[src/rtl/drf_port_link_pkg.sv]
// Shared types and constants for the drf port link bridge.
// Port nibble layout: [3]=req toggle, [2]=ack toggle, [1:0]=dibit.
package drf_port_link_pkg;

    localparam int unsigned REQ             = 3;
    localparam int unsigned ACK             = 2;
    localparam int unsigned DATA_MSB        = 1;
    localparam int unsigned DATA_LSB        = 0;
    localparam int unsigned DIBITS_PER_BYTE = 4;

    localparam int unsigned PORT_W  = REQ + 1;
    localparam int unsigned BYTE_W  = 8;
    localparam int unsigned DIBIT_W = DATA_MSB - DATA_LSB + 1;
    localparam int unsigned IDX_W   = $clog2(DIBITS_PER_BYTE);

    typedef enum logic [1:0] {
        T_IDLE = 2'd0,
        T_SEND = 2'd1,
        T_WAIT = 2'd2
    } tx_state_t;

    typedef enum logic {
        R_COLLECT = 1'b0,
        R_HOLD    = 1'b1
    } rx_state_t;

    // Field order matches the bit positions above.
    typedef struct packed {
        logic               req;
        logic               ack;
        logic [DIBIT_W-1:0] dibit;
    } port_word_t;

    // Dibit number idx of a byte, MSB dibit first.
    function automatic logic [DIBIT_W-1:0] dibit_at(input logic [BYTE_W-1:0] b,
                                                    input logic [IDX_W-1:0]  idx);
        logic [BYTE_W-1:0] sh;
        sh = b << (DIBIT_W * 32'(idx));
        return sh[BYTE_W-1 -: DIBIT_W];
    endfunction

endpackage

[src/rtl/port_link_rx_deser.sv]
// RX side of the port link: consumes req toggles, shifts dibits into a byte,
// acknowledges each dibit and holds the byte until the host takes it.
module port_link_rx_deser
    import drf_port_link_pkg::*;
(
    input  logic               clk,
    input  logic               reset,
    input  logic               rx_req,
    input  logic [DIBIT_W-1:0] rx_dibit,
    input  logic               rx_ready,
    output logic               rx_ack,
    output logic [BYTE_W-1:0]  rx_data,
    output logic               rx_valid
);

    localparam int unsigned SHIFT_W = BYTE_W - DIBIT_W;

    rx_state_t          state;
    logic               last_rx_req;
    logic [SHIFT_W-1:0] shift_q;
    logic [IDX_W-1:0]   cnt;
    logic [BYTE_W-1:0]  next_byte;

    assign next_byte = {shift_q, rx_dibit};

    always_ff @(posedge clk) begin
        if (reset) begin
            state       <= R_COLLECT;
            last_rx_req <= 1'b0;
            shift_q     <= '0;
            cnt         <= '0;
            rx_ack      <= 1'b0;
            rx_data     <= '0;
            rx_valid    <= 1'b0;
        end else begin
            case (state)
                R_COLLECT: begin
                    if (rx_req != last_rx_req) begin
                        shift_q     <= next_byte[SHIFT_W-1:0];
                        last_rx_req <= rx_req;
                        rx_ack      <= ~rx_ack;
                        cnt         <= cnt + IDX_W'(1);
                        if (cnt == IDX_W'(DIBITS_PER_BYTE - 1)) begin
                            rx_data  <= next_byte;
                            rx_valid <= 1'b1;
                            state    <= R_HOLD;
                        end
                    end
                end
                // Pending toggles wait here unacked until the host drains the byte.
                R_HOLD: begin
                    if (rx_ready) begin
                        rx_valid <= 1'b0;
                        state    <= R_COLLECT;
                    end
                end
                default: state <= R_COLLECT;
            endcase
        end
    end

endmodule

[src/rtl/port_link_bridge.sv]
// Host-side peer of the drf_system 4-bit port: byte to dibit TX with toggle
// handshake and optional ack timeout, plus the RX deserializer.
module port_link_bridge
    import drf_port_link_pkg::*;
#(
    parameter int unsigned IN_REG      = 1,
    parameter int unsigned ACK_TIMEOUT = 0
) (
    input  logic              clk,
    input  logic              reset,
    input  logic [BYTE_W-1:0] in_tx_data,
    input  logic              in_tx_valid,
    output logic              out_tx_ready,
    output logic              out_tx_error,
    output logic [BYTE_W-1:0] out_rx_data,
    output logic              out_rx_valid,
    input  logic              in_rx_ready,
    output logic [PORT_W-1:0] out_port_to_drf,
    input  logic [PORT_W-1:0] in_port_from_drf
);

    localparam int unsigned WAIT_W     = (ACK_TIMEOUT > 1) ? $clog2(ACK_TIMEOUT) : 1;
    localparam logic        TIMEOUT_EN = (ACK_TIMEOUT != 0);
    localparam logic [WAIT_W-1:0] WAIT_LAST = WAIT_W'(ACK_TIMEOUT - 1);

    port_word_t         port_s;
    port_word_t         port_out;

    tx_state_t          tx_state;
    logic [BYTE_W-1:0]  tx_byte;
    logic [IDX_W-1:0]   tx_idx;
    logic               tx_req;
    logic [DIBIT_W-1:0] tx_dibit;
    logic [WAIT_W-1:0]  wait_cnt;
    logic               rx_ack;

    // All four pins are sampled together so data stays coherent with its req toggle.
    generate
        if (IN_REG != 0) begin : g_in_reg
            logic [PORT_W-1:0] port_q;
            always_ff @(posedge clk) begin
                if (reset) port_q <= '0;
                else       port_q <= in_port_from_drf;
            end
            assign port_s = port_word_t'(port_q);
        end else begin : g_in_direct
            assign port_s = port_word_t'(in_port_from_drf);
        end
    endgenerate

    always_ff @(posedge clk) begin
        if (reset) begin
            tx_state     <= T_IDLE;
            tx_byte      <= '0;
            tx_idx       <= '0;
            tx_req       <= 1'b0;
            tx_dibit     <= '0;
            wait_cnt     <= '0;
            out_tx_ready <= 1'b0;
            out_tx_error <= 1'b0;
        end else begin
            out_tx_error <= 1'b0;
            case (tx_state)
                T_IDLE: begin
                    out_tx_ready <= 1'b1;
                    if (in_tx_valid && out_tx_ready) begin
                        tx_byte      <= in_tx_data;
                        tx_idx       <= '0;
                        out_tx_ready <= 1'b0;
                        tx_state     <= T_SEND;
                    end
                end
                T_SEND: begin
                    tx_dibit <= dibit_at(tx_byte, tx_idx);
                    tx_req   <= ~tx_req;
                    wait_cnt <= '0;
                    tx_state <= T_WAIT;
                end
                // Ack equal to our req level means the CPU took the current dibit.
                T_WAIT: begin
                    if (port_s.ack == tx_req) begin
                        if (tx_idx == IDX_W'(DIBITS_PER_BYTE - 1)) begin
                            out_tx_ready <= 1'b1;
                            tx_state     <= T_IDLE;
                        end else begin
                            tx_idx   <= tx_idx + IDX_W'(1);
                            tx_state <= T_SEND;
                        end
                    end else if (TIMEOUT_EN && (wait_cnt == WAIT_LAST)) begin
                        out_tx_error <= 1'b1;
                        out_tx_ready <= 1'b1;
                        tx_state     <= T_IDLE;
                    end else begin
                        wait_cnt <= wait_cnt + WAIT_W'(1);
                    end
                end
                default: tx_state <= T_IDLE;
            endcase
        end
    end

    port_link_rx_deser u_rx_deser (
        .clk      (clk),
        .reset    (reset),
        .rx_req   (port_s.req),
        .rx_dibit (port_s.dibit),
        .rx_ready (in_rx_ready),
        .rx_ack   (rx_ack),
        .rx_data  (out_rx_data),
        .rx_valid (out_rx_valid)
    );

    assign port_out        = '{req: tx_req, ack: rx_ack, dibit: tx_dibit};
    assign out_port_to_drf = port_out;

endmodule

[config.mk]
export PLATFORM = sky130hd
export DESIGN_NAME = port_link_bridge
export DESIGN_NICKNAME = d
export VERILOG_FILES = /design/src/rtl/drf_port_link_pkg.sv /design/src/rtl/port_link_rx_deser.sv /design/src/rtl/port_link_bridge.sv
export SDC_FILE = /design/constraint.sdc
export NUM_CORES = 1
export LEC_CHECK = 0
export ABC_AREA = 1
export CORE_ASPECT_RATIO = 0.7
export CORE_UTILIZATION = 46
export DETAILED_ROUTE_END_ITERATION = 16
export GPL_TIMING_DRIVEN = 0
export PLACE_DENSITY = 0.75
export REMOVE_ABC_BUFFERS = 1
export SLEW_MARGIN = 5
export SYNTH_ARGS = -nofsm -noshare
export SYNTH_HDL_FRONTEND = slang
export SYNTH_SLANG_ARGS = --single-unit
[constraint.sdc]
create_clock -name clk -period 1.1 [get_ports clk]
set_input_delay 0.11 -clock clk [delete_from_list [all_inputs] [get_ports clk]]
set_output_delay 0.11 -clock clk [all_outputs]
set_load 0.02 [all_outputs]
== Word-level counts from Yosys, hierarchy flattened ==
Cells that the tools add are included.
Operators by class
  add/sub/neg operators: 2
  equality and inequality tests: 13
  shift-type cells: 1
  multiplexer cells: 20
  bitwise operators: 3
  reductions and logical operators: 10
Operators by type and width (number)
  1-bit 2-to-1 mux: 10
  2-bit 2-to-1 mux: 5
  2-bit != test, second input constant: 5
  3-bit AND reduction: 3
  8-bit by 3-bit << shifter with 8-bit output: 1
  2-bit == test, second input constant: 3
  1-bit one-hot mux with 2 select lines: 3
  2-bit one-hot mux with 3 select lines: 1
  2-bit AND reduction: 3
  2-bit by 1-bit adder with 2-bit output, second input constant: 2
  2-bit by 1-bit != test with 1-bit output, second input constant: 2
  2-bit one-hot mux with 2 select lines: 1
  4-bit AND reduction: 1
  1-bit inverter: 3
  2-bit by 1-bit == test with 1-bit output, second input constant: 1
  2-bit logical NOT: 1
  2-bit nonzero test: 1
  1-bit == test: 1
  1-bit logical AND: 1
  1-bit != test: 1
Storage, ports and cells
  register bits after elaboration: 40
  bits of input ports: 16
  output and inout port bits: 15

== Longest topological paths before layout ==
  depth after elaboration: 4
  depth in mapped cells: 7

== Cells and area by module ==
From an unflattened synthesis, not the netlist that was laid out.
Second synthesis, totals
  cell total of the unflattened synthesis: 246
  area total of the unflattened synthesis: 1788.0 um2
By module, submodules not included
  port_link_rx_deser: instances 1, cells an instance 127, area each 908.4 um2, seq. area each 400.4 um2
  port_link_bridge: instances 1, cells an instance 119, area each 879.6 um2, seq. area each 400.4 um2

== Least setup slack after synthesis ==
Ideal clock, no wire load.
  kind: register -> register
  from: reg u_rx_deser.cnt[0]
  to: reg u_rx_deser.rx_data[0]
  library setup time: 121 ps
  arrival: 1004 ps
  data required time: 979 ps
  path slack: -25 ps
  cell stages (with the launch flop): 7
  buffers on the path: 0
  cell sequence: dfxtp_1 -> ha_1 -> inv_1 -> nor2_2 -> nand2_4 -> nand2_1 -> a21oi_1
Between the ends
  word-level cells in the longest chain between the ends: 2
RTL lines
  from (decl): line port_link_rx_deser.sv:21  | logic [IDX_W-1:0] cnt;
  from (signal assigned): line port_link_rx_deser.sv:42  | cnt <= cnt + IDX_W'(1);
  2-bit == test: line port_link_rx_deser.sv:43  | if (cnt == IDX_W'(DIBITS_PER_BYTE - 1)) begin
  3-bit AND reduction (no line)
  to (signal assigned): line port_link_rx_deser.sv:44  | rx_data <= next_byte;
  to (decl): line port_link_rx_deser.sv:12  | output logic [BYTE_W-1:0] rx_data,
No other way between the ends.
A chain may end at the register's enable or synchronous reset.

== Final worst setup path ==
  from: reg u_rx_deser.cnt[0]
  to: reg u_rx_deser.rx_data[6]
The elaborated chain is that of the path after synthesis.

==> run summary <==
Status = finished, violations left
Failing checks = setup timing
Netlist cell types = 22
Worst path slowest cell = dfxtp_2
Final Cell Area = 2280 sq um
Arr. time, crit path = 1.46 ns
Dominant cell type by area after synthesis = dfxtp_1
CTS tree = done
Total GRT Usage = 0.203
Antenna diodes = 0
Total grt overflow = 0
Die ar. = 3840 sq um
Syn avg cell area = 7.69 sq um
Reg clk slew, reported paths = 0.08 ns
Final setup viols = 14
DR WL/cell = 12.2 um
Port Buf Inserts = 29
CP peak stage delay = 0.36 ns
DR DRC count = 0
First-pass GRT wire length = 5780 um
#FFs+latches synth = 40
# rows = 17
Fillcell total = 257
Hold buffers post-CTS = 0
Multi-input gate area = 800 sq um
Core area = 3280 sq um
DP Wirelength = 2020 um
Leak = 0.967 nW
Most common cell in the netlist = dfxtp_1
Clock power frac = 0.316
Slew Viols, Final = 0
Reg-to-reg slack, setup = -0.16 ns
Largest net degree at the start of global routing = 23
Post-synth EDFFs = 0
Setup ws final = -0.162 ns
Main flop type after synthesis = dfxtp_1
Setup Skew = 0.00819 ns
Final wirelength = 3710 um
Top post-synthesis cells by area = dfxtp_1, nand2_1, nor2_1
Cells after Synth = 215
H-tree Lvls = 2
Pwr per Cell Area = 1390 nW/um^2
Hold Crit Class = primary input to flop
Top cell type's share of synthesized area = 0.484
Worst-path cell chain = ha_4 > inv_2 > nor2_4 > buf_6 > nand3_1 > a21oi_1
Post-placement cell area = 1930 sq um
Comb power frac = 0.175
Critical Path RT = 1.30 ns
Seq/Total Area, Yosys = 0.484
HP Start = in_port_from_drf[3]
Area delta synth->final = 38.0%
Worst hold endpoint = g_in_reg.port_q[3]$_SDFF_PP0_
Via count = 1498
Sw power = 0.876 mW
Ratio of routed vias to standard cells = 4.94
Antenna Nets Post-Route = 0
Max-Cap Viols = 0
Internal power = 2.31 mW
Sequential cell area = 817 sq um
CTS max path bufs = 2
Critical R2R Launch = u_rx_deser.cnt[0]$_SDFFE_PP0P_
Ports = 31
Critical Path Start Type = flop
CTS root buffer = clkbuf_8
Total CTS buffers = 5
Final Wtd Congestion = 0.777
Fin crit share = 1.15
Final hold viol count = 0
Ratio of cells with drive above 1 in the final layout = 0.270
Vias in the first global route = 1300
CTS sink cnt = 40
Worst setup startpoint = u_rx_deser.cnt[0]$_SDFFE_PP0P_
Reg-to-Reg End = u_rx_deser.rx_data[6]$_SDFFE_PP0P_
Utilization after layout = 0.697
Share of power burned in registers = 0.510
Critical path type = flop to flop
Initial Utilization = 0.505
Maximum clock frequency = 792 MHz
Synth Cell Area = 1650 sq um
First DRT Iteration DRCs = 63
Nets = 273
Net switching fraction of the power = 0.275
Cells on worst reg2reg path = 6
Critical path peak fanout = 5
Max VDD drop = 779 uV
Worst Setup End Kind = flop
Synthesis Warnings = 0
Initial antenna violation count = 0
Die X = 73.7 um
Hold depth = 3
Die height = 52.2 um
Skew-Pair Late Insertion Delay = 0.29 ns
DR pass1 iterations = 4
RSZ-0062 raised after global routing = true
Synth async-reset ratio = 0
Min cycle time layout = 1.26 ns
Most instantiated cells after synthesis = dfxtp_1, nand2_1, nor2_1
## metal layers
layer | up-vias | track usage | wire (um)
li1 | 763 | - | -
met1 | 690 | 0.281 | 1840
met2 | 41 | 0.298 | 1640
met3 | 4 | 0.0519 | 187
met4 | 0 | 0.0865 | 38
met5 | - | 0 | 0
## worst max-delay path by stage
stage | to | slack (ns) | cells after the start
CTS | u_rx_deser.rx_data[6]$_SDFFE_PP0P_ | -0.06 | 6
global placement | tx_byte[1]$_SDFFE_PP0P_ | -0.69 | 4
finish | u_rx_deser.rx_data[6]$_SDFFE_PP0P_ | -0.16 | 6
detailed placement | u_rx_deser.cnt[1]$_SDFFE_PP0P_ | -0.70 | 4
global route | u_rx_deser.rx_data[6]$_SDFFE_PP0P_ | -0.18 | 6
floorplan | u_rx_deser.rx_data[0]$_SDFFE_PP0P_ | -0.02 | 6
## repair_timing
action	CTS	global route
buffers inserted	9	4
hold endpoints to repair	0	0
setup endpoints to repair	49	37
gates resized for setup	47	37
gates cloned	1	0
pin swaps	16	10
## placed cells by master, fill, tap and decap left out, types with 8 or more instances in the layout
master,Yosys,layout
a21oi_1,21,18
clkdlybuf4s15_1,0,10
clkdlybuf4s50_1,0,14
dfxtp_1,40,31
inv_1,28,23
nand2_1,32,28
nand3_2,1,8
nor2_1,31,30
o21ai_0,17,12
## power by group through the flow
stage                     logic (mW)  registers [mW]  clock network (mW)
after floorplan                0.253            1.65                   0
after global placement         0.418            1.64                   0
after detailed placement       0.426            1.64                   0
after CTS                      0.485            1.61                1.00
after global routing           0.614            1.63                1.10
final                          0.556            1.62                1.01
## sequential cells by signal, indices dropped and copies added, names as in the netlist
register,cells
u_rx_deser.last_rx_req,1
tx_idx,2
tx_byte,8
u_rx_deser.rx_valid,1
tx_state,2
tx_req,1
u_rx_deser.rx_data,8
u_rx_deser.rx_ack,1
u_rx_deser.state,1
u_rx_deser.cnt,2
g_in_reg.port_q,4
tx_dibit,2
u_rx_deser.shift_q,6
out_tx_ready,1
## worst max-delay path, delay by kind of cell (launching register included)
family	cells	cell delay [ns]
flip-flops	1	0.36
AND/OR/NAND/NOR	2	0.31
buffers and inverters	2	0.20
AO/OA/AOI/OAI	1	0.18
adder cells (fa/ha/maj)	1	0.13
## cell type report
type,instances,share of cell area
multi-input cells,137,0.350
well taps,47,0.0258
flip-flops and latches,40,0.358
clock buffers,8,0.0395
inverters,29,0.0499
repair buffers,42,0.177
## cell families after synthesis
family	share of synthesized area
AOI/OAI and AO/OA	0.140
adders and majority gates	0.0151
buffers and inverters	0.110
DFF	0.484
other	0.00227
and+or+nand+nor	0.249
## through the flow
| stage | total power [mW] | worst slack (ns) | setup TNS, ns | hold WS [ns] | std cells |
|---|---|---|---|---|---|
| 6_report | 3.18 | -0.162 | -0.703 | 0.324 | 303 |
| 5_1_grt | 3.34 | -0.181 | -1.79 | 0.357 | 303 |
| 4_1_cts | 3.10 | -0.0554 | -0.274 | 0.328 | 299 |
| 3_5_place_dp | 2.07 | -0.705 | -19.52 | 0.438 | 281 |
| 3_3_place_gp | 2.06 | -0.688 | -19.08 | 0.436 | 281 |
| 2_1_floorplan | 1.91 | -0.0203 | -0.162 | 0.172 | 205 |
Power figures use the tool's default switching activity.
